$ cat config.mk
export PLATFORM = sky130hd
export DESIGN_NAME = sram_fifo_ctrl
export DESIGN_NICKNAME = d
export VERILOG_FILES = /design/src/rtl/sram_fifo_pkg.sv /design/src/rtl/sram_fifo_outq.sv /design/src/rtl/sram_fifo_ctrl.sv
export SDC_FILE = /design/constraint.sdc
export NUM_CORES = 1
export LEC_CHECK = 0
export ABC_AREA = 1
export CAP_MARGIN = 20
export CORE_AREA = 2 2 194 120
export DETAILED_ROUTE_END_ITERATION = 8
export DIE_AREA = 0 0 196 122
export GPL_TIMING_DRIVEN = 0
export PLACE_DENSITY = 0.81
export SLEW_MARGIN = 20
export SYNTH_ARGS = -nofsm -noshare
export SYNTH_HDL_FRONTEND = slang
export SYNTH_SLANG_ARGS = --single-unit
$ cat constraint.sdc
create_clock -name clk -period 7.95 [get_ports clk]
set_clock_uncertainty 0.15 [all_clocks]
set_input_delay 1.9875 -clock clk [delete_from_list [all_inputs] [get_ports clk]]
set_output_delay 1.9875 -clock clk [all_outputs]
set_load 0.02 [all_outputs]
$ cat src/rtl/sram_fifo_pkg.sv
// sram_fifo_pkg: shared constants and types for the SRAM-backed FIFO.
// Default macro geometry, word type and active-low strobe levels.
package sram_fifo_pkg;

  localparam int WIDTH_DEF = 72;
  localparam int DEPTH_DEF = 128;

  typedef logic [WIDTH_DEF-1:0] word_t;

  localparam logic SRAM_SEL  = 1'b0;
  localparam logic SRAM_IDLE = 1'b1;

endpackage

$ cat src/rtl/sram_fifo_outq.sv
// sram_fifo_outq: 2-entry skid queue holding words returned by the macro.
// Ports: push/push_data in, pop in, head_valid/head_data out, cnt (0..2) out.
module sram_fifo_outq
  import sram_fifo_pkg::*;
#(
  parameter int WIDTH = WIDTH_DEF
) (
  input  logic             clk,
  input  logic             reset,
  input  logic             push,
  input  logic [WIDTH-1:0] push_data,
  input  logic             pop,
  output logic             head_valid,
  output logic [WIDTH-1:0] head_data,
  output logic [1:0]       cnt
);

  logic [WIDTH-1:0] e0_q, e0_d;
  logic [WIDTH-1:0] e1_q, e1_d;
  logic [1:0]       cnt_q, cnt_d;
  logic             pop_fire;

  assign pop_fire   = pop & head_valid;
  assign head_valid = (cnt_q != 2'd0);
  assign head_data  = e0_q;
  assign cnt        = cnt_q;

  // e0 is always the head; e1 only holds the second word.
  always_comb begin
    e0_d  = e0_q;
    e1_d  = e1_q;
    cnt_d = cnt_q;
    unique case (1'b1)
      push && !pop_fire: begin
        if (cnt_q == 2'd0) e0_d = push_data;
        else               e1_d = push_data;
        cnt_d = cnt_q + 2'd1;
      end
      !push && pop_fire: begin
        e0_d  = e1_q;
        cnt_d = cnt_q - 2'd1;
      end
      push && pop_fire: begin
        if (cnt_q == 2'd2) begin
          e0_d = e1_q;
          e1_d = push_data;
        end else begin
          e0_d = push_data;
        end
      end
      default: ;
    endcase
  end

  always_ff @(posedge clk or posedge reset) begin
    if (reset) begin
      e0_q  <= '0;
      e1_q  <= '0;
      cnt_q <= 2'd0;
    end else begin
      e0_q  <= e0_d;
      e1_q  <= e1_d;
      cnt_q <= cnt_d;
    end
  end

endmodule

$ cat src/rtl/sram_fifo_ctrl.sv
// sram_fifo_ctrl: FIFO controller using a 1R/1W SRAM macro as storage.
// Ports: enq/deq streams, count, macro read (a1/csb1/oeb1/o1), write (a2/csb2/web2/i2).
module sram_fifo_ctrl
  import sram_fifo_pkg::*;
#(
  parameter int WIDTH  = WIDTH_DEF,
  parameter int DEPTH  = DEPTH_DEF,
  parameter int ADDR_W = $clog2(DEPTH),
  parameter int CNT_W  = $clog2(DEPTH + 3)
) (
  input  logic              clk,
  input  logic              reset,
  input  logic              enq_valid,
  output logic              enq_ready,
  input  logic [WIDTH-1:0]  enq_data,
  output logic              deq_valid,
  input  logic              deq_ready,
  output logic [WIDTH-1:0]  deq_data,
  output logic [CNT_W-1:0]  count,
  output logic [ADDR_W-1:0] sram_a1,
  output logic              sram_csb1,
  output logic              sram_oeb1,
  input  logic [WIDTH-1:0]  sram_o1,
  output logic [ADDR_W-1:0] sram_a2,
  output logic              sram_csb2,
  output logic              sram_web2,
  output logic [WIDTH-1:0]  sram_i2
);

  localparam logic [ADDR_W-1:0] PTR_LAST = ADDR_W'(DEPTH - 1);
  localparam logic [CNT_W-1:0]  CNT_FULL = CNT_W'(DEPTH);

  logic [ADDR_W-1:0] wr_ptr_q, wr_ptr_d;
  logic [ADDR_W-1:0] rd_ptr_q, rd_ptr_d;
  logic [CNT_W-1:0]  sram_cnt_q, sram_cnt_d;
  logic [CNT_W-1:0]  count_q, count_d;
  logic              rd_inflight_q;
  logic              init_q;
  logic              enq_fire;
  logic              deq_fire;
  logic              rd_issue;
  logic [1:0]        oq_cnt;
  logic [2:0]        occ;

  // init_q holds enq_ready low until the first edge after reset.
  assign enq_ready = init_q & (sram_cnt_q != CNT_FULL);
  assign enq_fire  = enq_valid & enq_ready;
  assign deq_fire  = deq_valid & deq_ready;

  // Downstream slots used after this edge; deq_fire implies oq_cnt >= 1.
  assign occ = {1'b0, oq_cnt} + {2'b00, rd_inflight_q}
             - {2'b00, deq_fire};
  assign rd_issue = (sram_cnt_q != '0) & (occ < 3'd2);

  assign sram_a1   = rd_ptr_q;
  assign sram_csb1 = rd_issue ? SRAM_SEL : SRAM_IDLE;
  assign sram_oeb1 = SRAM_SEL;
  assign sram_a2   = wr_ptr_q;
  assign sram_csb2 = enq_fire ? SRAM_SEL : SRAM_IDLE;
  assign sram_web2 = enq_fire ? SRAM_SEL : SRAM_IDLE;
  assign sram_i2   = enq_data;
  assign count     = count_q;

  always_comb begin
    wr_ptr_d = wr_ptr_q;
    if (enq_fire)
      wr_ptr_d = (wr_ptr_q == PTR_LAST) ? '0
               : wr_ptr_q + ADDR_W'(1);
  end

  always_comb begin
    rd_ptr_d = rd_ptr_q;
    if (rd_issue)
      rd_ptr_d = (rd_ptr_q == PTR_LAST) ? '0
               : rd_ptr_q + ADDR_W'(1);
  end

  always_comb begin
    sram_cnt_d = sram_cnt_q;
    unique case ({enq_fire, rd_issue})
      2'b10:   sram_cnt_d = sram_cnt_q + CNT_W'(1);
      2'b01:   sram_cnt_d = sram_cnt_q - CNT_W'(1);
      default: ;
    endcase
  end

  // Total held changes only at the stream boundaries.
  always_comb begin
    count_d = count_q;
    unique case ({enq_fire, deq_fire})
      2'b10:   count_d = count_q + CNT_W'(1);
      2'b01:   count_d = count_q - CNT_W'(1);
      default: ;
    endcase
  end

  always_ff @(posedge clk or posedge reset) begin
    if (reset) begin
      wr_ptr_q      <= '0;
      rd_ptr_q      <= '0;
      sram_cnt_q    <= '0;
      count_q       <= '0;
      rd_inflight_q <= 1'b0;
      init_q        <= 1'b0;
    end else begin
      wr_ptr_q      <= wr_ptr_d;
      rd_ptr_q      <= rd_ptr_d;
      sram_cnt_q    <= sram_cnt_d;
      count_q       <= count_d;
      rd_inflight_q <= rd_issue;
      init_q        <= 1'b1;
    end
  end

  sram_fifo_outq #(
    .WIDTH(WIDTH)
  ) u_outq (
    .clk       (clk),
    .reset     (reset),
    .push      (rd_inflight_q),
    .push_data (sram_o1),
    .pop       (deq_ready),
    .head_valid(deq_valid),
    .head_data (deq_data),
    .cnt       (oq_cnt)
  );

endmodule

# Word-level counts from Yosys, hierarchy flattened
# Cells that the tools add are included.
# word_totals
out_inout_bits	172
ff_bits	178
in_bits	148
elab_cells	63
# op_classes
order_cmp	1
muxes	13
addsub	10
n_reduce_logical	15
eq_ne	11
bitwise_logic	4
# op_table
cell	n
$mux 72	4
$pmux 72 s3	1
$pmux 72 s2	1
$pmux 8 s2	2
$add 8x1->8 const B	2
$sub 8x1->8 const B	2
$add 7x1->7 const B	2
$eq 7x7->1 const B	2
$mux 7	2
$reduce_bool 2->1	5
$ne 8x8->1 const B	1
$reduce_bool 8->1	1
$eq 2x2->1 const B	3
$ne 2x2->1 const B	3
$and 1x1->1	4
$eq 2x1->1 const B	2
$pmux 2 s2	1
$add 2x1->3	1
$logic_and 1x1->1	3
$lt 3x2->1 const B	1
$reduce_and 3->1	1
$reduce_bool 3->1	1
$sub 3x1->3	1
$add 2x1->2 const B	1
5 further kinds	7

# Depth between registers and ports, before layout
# depth
depth_word	7
depth_mapped	20
depth_no_buf	19

# Cells and area by module
# A second synthesis with hierarchy kept.
# unflattened
hier_cells	1396
area_unflattened_um2	10050.9
# modules_own_cells
module	area_each_um2	seq_area_each_um2	instances	cells_per_inst
sram_fifo_outq	7280.7	3653.5	1	1016
sram_fifo_ctrl	2770.2	800.8	1	380

# Worst setup path after synthesis
# No wires, ideal clock.
# synth_path
path_type	in2out
start	input deq_ready
end	output sram_csb1
required_time_ns	5.812
path_buffers	0
slack_ns	2.685
path_stages	8
arrival_time_ns	3.128
cell_sequence	inv_1 nor2_2 o21ai_0 fa_1 xnor2_1 nand2_1 nor2_1 inv_1
# synth_via
elab_chain_cells	5
# synth_lines
item	line	rtl
start: declaration	sram_fifo_ctrl.sv:17	input logic deq_ready,
$and 1x1->1	sram_fifo_ctrl.sv:48	assign deq_fire = deq_valid & deq_ready;
$sub 3x1->3	sram_fifo_ctrl.sv:52	- {2'b00, deq_fire};
$lt 3x2->1	sram_fifo_ctrl.sv:53	assign rd_issue = (sram_cnt_q != '0) & (occ < 3'd2);
$and 1x1->1	sram_fifo_ctrl.sv:53	
$mux 1	sram_fifo_ctrl.sv:56	assign sram_csb1 = rd_issue ? SRAM_SEL : SRAM_IDLE;
end: declaration	sram_fifo_ctrl.sv:21	output logic sram_csb1,
# No other way between the ends.

# Worst setup path in the final report
# Same ends and word-level chain as after synthesis.

==> impl_metrics.env <==
export IMPL_drt_first_pass_iters=6
export IMPL_worstHoldPathType="reg2reg"
export IMPL_hold_buffers=0
export IMPL_synth_edf_count=0
export IMPL_cts_num_sinks=178
export IMPL_tns_ps=0
export IMPL_grt_pass1_vias=10160
export IMPL_place_area_mm2=0.01332
export IMPL_grt_max_degree=92
export IMPL_yosysWarningCount=0
export IMPL_fmax_mhz=149.6
export IMPL_fp_dieW_um=196
export IMPL_yosysSeqAreaShare_pct=42.59
export IMPL_outcome="completed"
export IMPL_swShare_pct=46.02
export IMPL_rows=43
export IMPL_clk_latency_ps=440
export IMPL_yosys_area_top_type="dfrtp_1"
export IMPL_die_h_um=122
export IMPL_synth_top_area_share_pct=42.59
export IMPL_synthAdderAreaFrac_pct=2.728
export IMPL_fillers=1978
export IMPL_wl_mm=33.04
export IMPL_cp_end_kind="output pin"
export IMPL_synth_xor_area_share_pct=1.089
export IMPL_path_class="in2out"
export IMPL_maxSlewViolCount=0
export IMPL_overflow=0
export IMPL_antenna_found_initial=0
export IMPL_synth_compound_area_share_pct=8.482
export IMPL_post_cts_resized=0
export IMPL_synth_top_family_by_area="simple AND/OR/NAND/NOR gates"
export IMPL_grt_pass1_wl_mm=51.98
export IMPL_regArea_mm2=0.004454
export IMPL_async_flop_share_pct=100.0
export IMPL_ir_drop_mv=0.2336
export IMPL_syn_inst=1483
export IMPL_post_dp_hpwl_mm=23.88
export IMPL_hold_viol=0
export IMPL_worstMarginPinSlew_ps=724.9
export IMPL_final_area_mm2=0.01394
export IMPL_routedWlPerCell_um=16.09
export IMPL_ys_flop_type="dfrtp_1"
export IMPL_ys_top_cells_by_count="nand2_1, dfrtp_1, nand3_1"
export IMPL_avgSynthCellArea_um2=7.052
export IMPL_arrival_ps=4550
export IMPL_synth_mux_area_fraction_pct=0
export IMPL_multi_input_area_mm2=0.004659
export IMPL_p_comb_share_pct=55.1
export IMPL_cap_viol_max_count=0
export IMPL_synth_simple_area_share_pct=32.18
export IMPL_period_share_pct=84.09
export IMPL_nets=1918
export IMPL_p_int_mw=3.071
export IMPL_seqPwrFrac_pct=28.9
export IMPL_clock_path_buffers=2
export IMPL_num_vias=10880
export IMPL_min_period_ps=6685
export IMPL_cts_tree="built"
export IMPL_cts_buffers=17
export IMPL_post_cts_buffers=0
export IMPL_drtIter0Drc=1150
export IMPL_htree_levels=4
export IMPL_area_growth_pct=33.26
export IMPL_vias_per_cell=5.300
export IMPL_start_util_pct=46.73
export IMPL_io_pins=320
export IMPL_total_leakage_power_nw=6.858
export IMPL_port_buffers=246
export IMPL_syn_area_mm2=0.01046
export IMPL_p_per_area_mw_per_mm2=408.3
export IMPL_clockRootBuffer="clkbuf_16"
export IMPL_drive_gt1_share_pct=8.064
export IMPL_ys_ff_latch=178
export IMPL_path_clk_slew_ps=60
export IMPL_place_congestion=0.8668
export IMPL_drc=0
export IMPL_yosysMostFrequentCell="nand2_1"
export IMPL_syn_nets=1652
export IMPL_detail_route_antenna_nets=0
export IMPL_crit_path_start_kind="input pin"
export IMPL_cp_required_ps=5810
export IMPL_rsz0062_at_grt="false"
export IMPL_grt_use_total_pct=27.33
export IMPL_ys_top_cells_by_area="dfrtp_1, nand2_1, nand3_1"
export IMPL_clock_power_share_pct=16.0
export IMPL_design_core_area_mm2=0.02238
export IMPL_antenna_cells=0
export IMPL_dieArea_mm2=0.02391
export IMPL_synth_distinct_cells=29
export IMPL_switchingPower_mw=2.619
export IMPL_relSlewSlack_pct=51.68
export IMPL_critPathMaxFanout=6
export IMPL_setup_viol=0
==> per-stage QoR <==
stage / std cells / hold slack [ps] / setup WS [ps] / utilization (%) / power (mW)
2_1_floorplan: 1483 / 308.7 / 982.2 / - / 3.564
3_3_place_gp: 2021 / 315.2 / -1668 / 59.36 / 4.602
3_5_place_dp: 2022 / 314.1 / 1312 / 59.52 / 4.731
4_1_cts: 2053 / 334.9 / 1308 / 62.27 / 5.670
5_1_grt: 2053 / 353.3 / 1173 / 62.27 / 6.111
6_report: 2053 / 330.1 / 1265 / 62.27 / 5.690
==> worst paths after layout <==
check | slack (ps) | cells past startpoint | from | endpoint
setup / recovery | 1260 | 10 | deq_ready | sram_csb1
hold / removal | 330 | 2 | u_outq.head_data[4]$_DFFE_PP0P_ | u_outq.head_data[4]$_DFFE_PP0P_
setup reg to reg | 3580 | 19 | u_outq.cnt[1]$_DFFE_PP0P_ | sram_cnt_q[6]$_DFFE_PP0P_
hold reg to reg | 330 | 2 | u_outq.head_data[4]$_DFFE_PP0P_ | u_outq.head_data[4]$_DFFE_PP0P_
max in group asynchronous | 4820 | 3 | reset | u_outq.head_data[16]$_DFFE_PP0P_
min in group asynchronous | 1910 | 2 | reset | sram_cnt_q[1]$_DFFE_PP0P_
==> power groups by stage <==
stage	Clock [mW]	Combinational, mW	Sequential, mW
after floorplan	0	1.71	1.85
after global placement	0	2.97	1.63
after detailed placement	0	3.09	1.64
after CTS	0.920	3.11	1.64
after global routing	0.954	3.46	1.70
final	0.908	3.14	1.65
==> registers in the layout, indices dropped and copies added, names as in the netlist <==
name,flops
u_outq.cnt,2
sram_a2,7
init_q,1
u_outq.head_data,72
u_outq.e1_q,72
sram_a1,7
count,8
rd_inflight_q,1
sram_cnt_q,8
==> placed cells by master (no fill, tap or decap), types with 13 or more instances in the layout <==
cell type	n
buf_2	13
buf_4	81
clkbuf_1	49
clkbuf_16	17
clkdlybuf4s50_1	246
dfrtp_1	178
ha_1	18
inv_1	116
nand2_1	612
nand3_1	173
nor2_1	21
o21ai_0	137
o21ai_1	23
==> cells by family after synthesis <==
logic type / count (synthesis)
and+or+nand+nor: 824
DFF: 178
AOI/OAI and AO/OA: 174
other: 2
xor gates and xnor gates: 13
adders and majority gates: 21
buffers and inverters: 271
==> metal layers <==
metal / global-route usage [%] / up-vias / part of all wire [%]
met2: 40.95 / 556 / 44
met3: 5.869 / 45 / 9.3
met4: 6.866 / 0 / 1.2
met5: 0 / - / 0
li1: - / 5145 / -
met1: 40.26 / 5135 / 45
==> final cells by class <==
class | count | area share (%)
buffer | 151 | 6.419
clock buffer | 19 | 3.250
clock inverter | 12 | 1.167
inverter | 120 | 3.286
multi-input combinational | 1034 | 33.43
sequential | 178 | 31.96
tap | 292 | 2.621
timing repair buffer | 247 | 17.87
==> critical path: stages <==
cell and delay, ps:
clkdlybuf4s50_1 540, inv_1 100, nor2_2 180, o21ai_0 140, fa_1 410, xnor2_1 140
nand2_1 100, nor2_1 220, inv_1 170, clkdlybuf4s50_1 570
(Power assumes the default switching activity.)
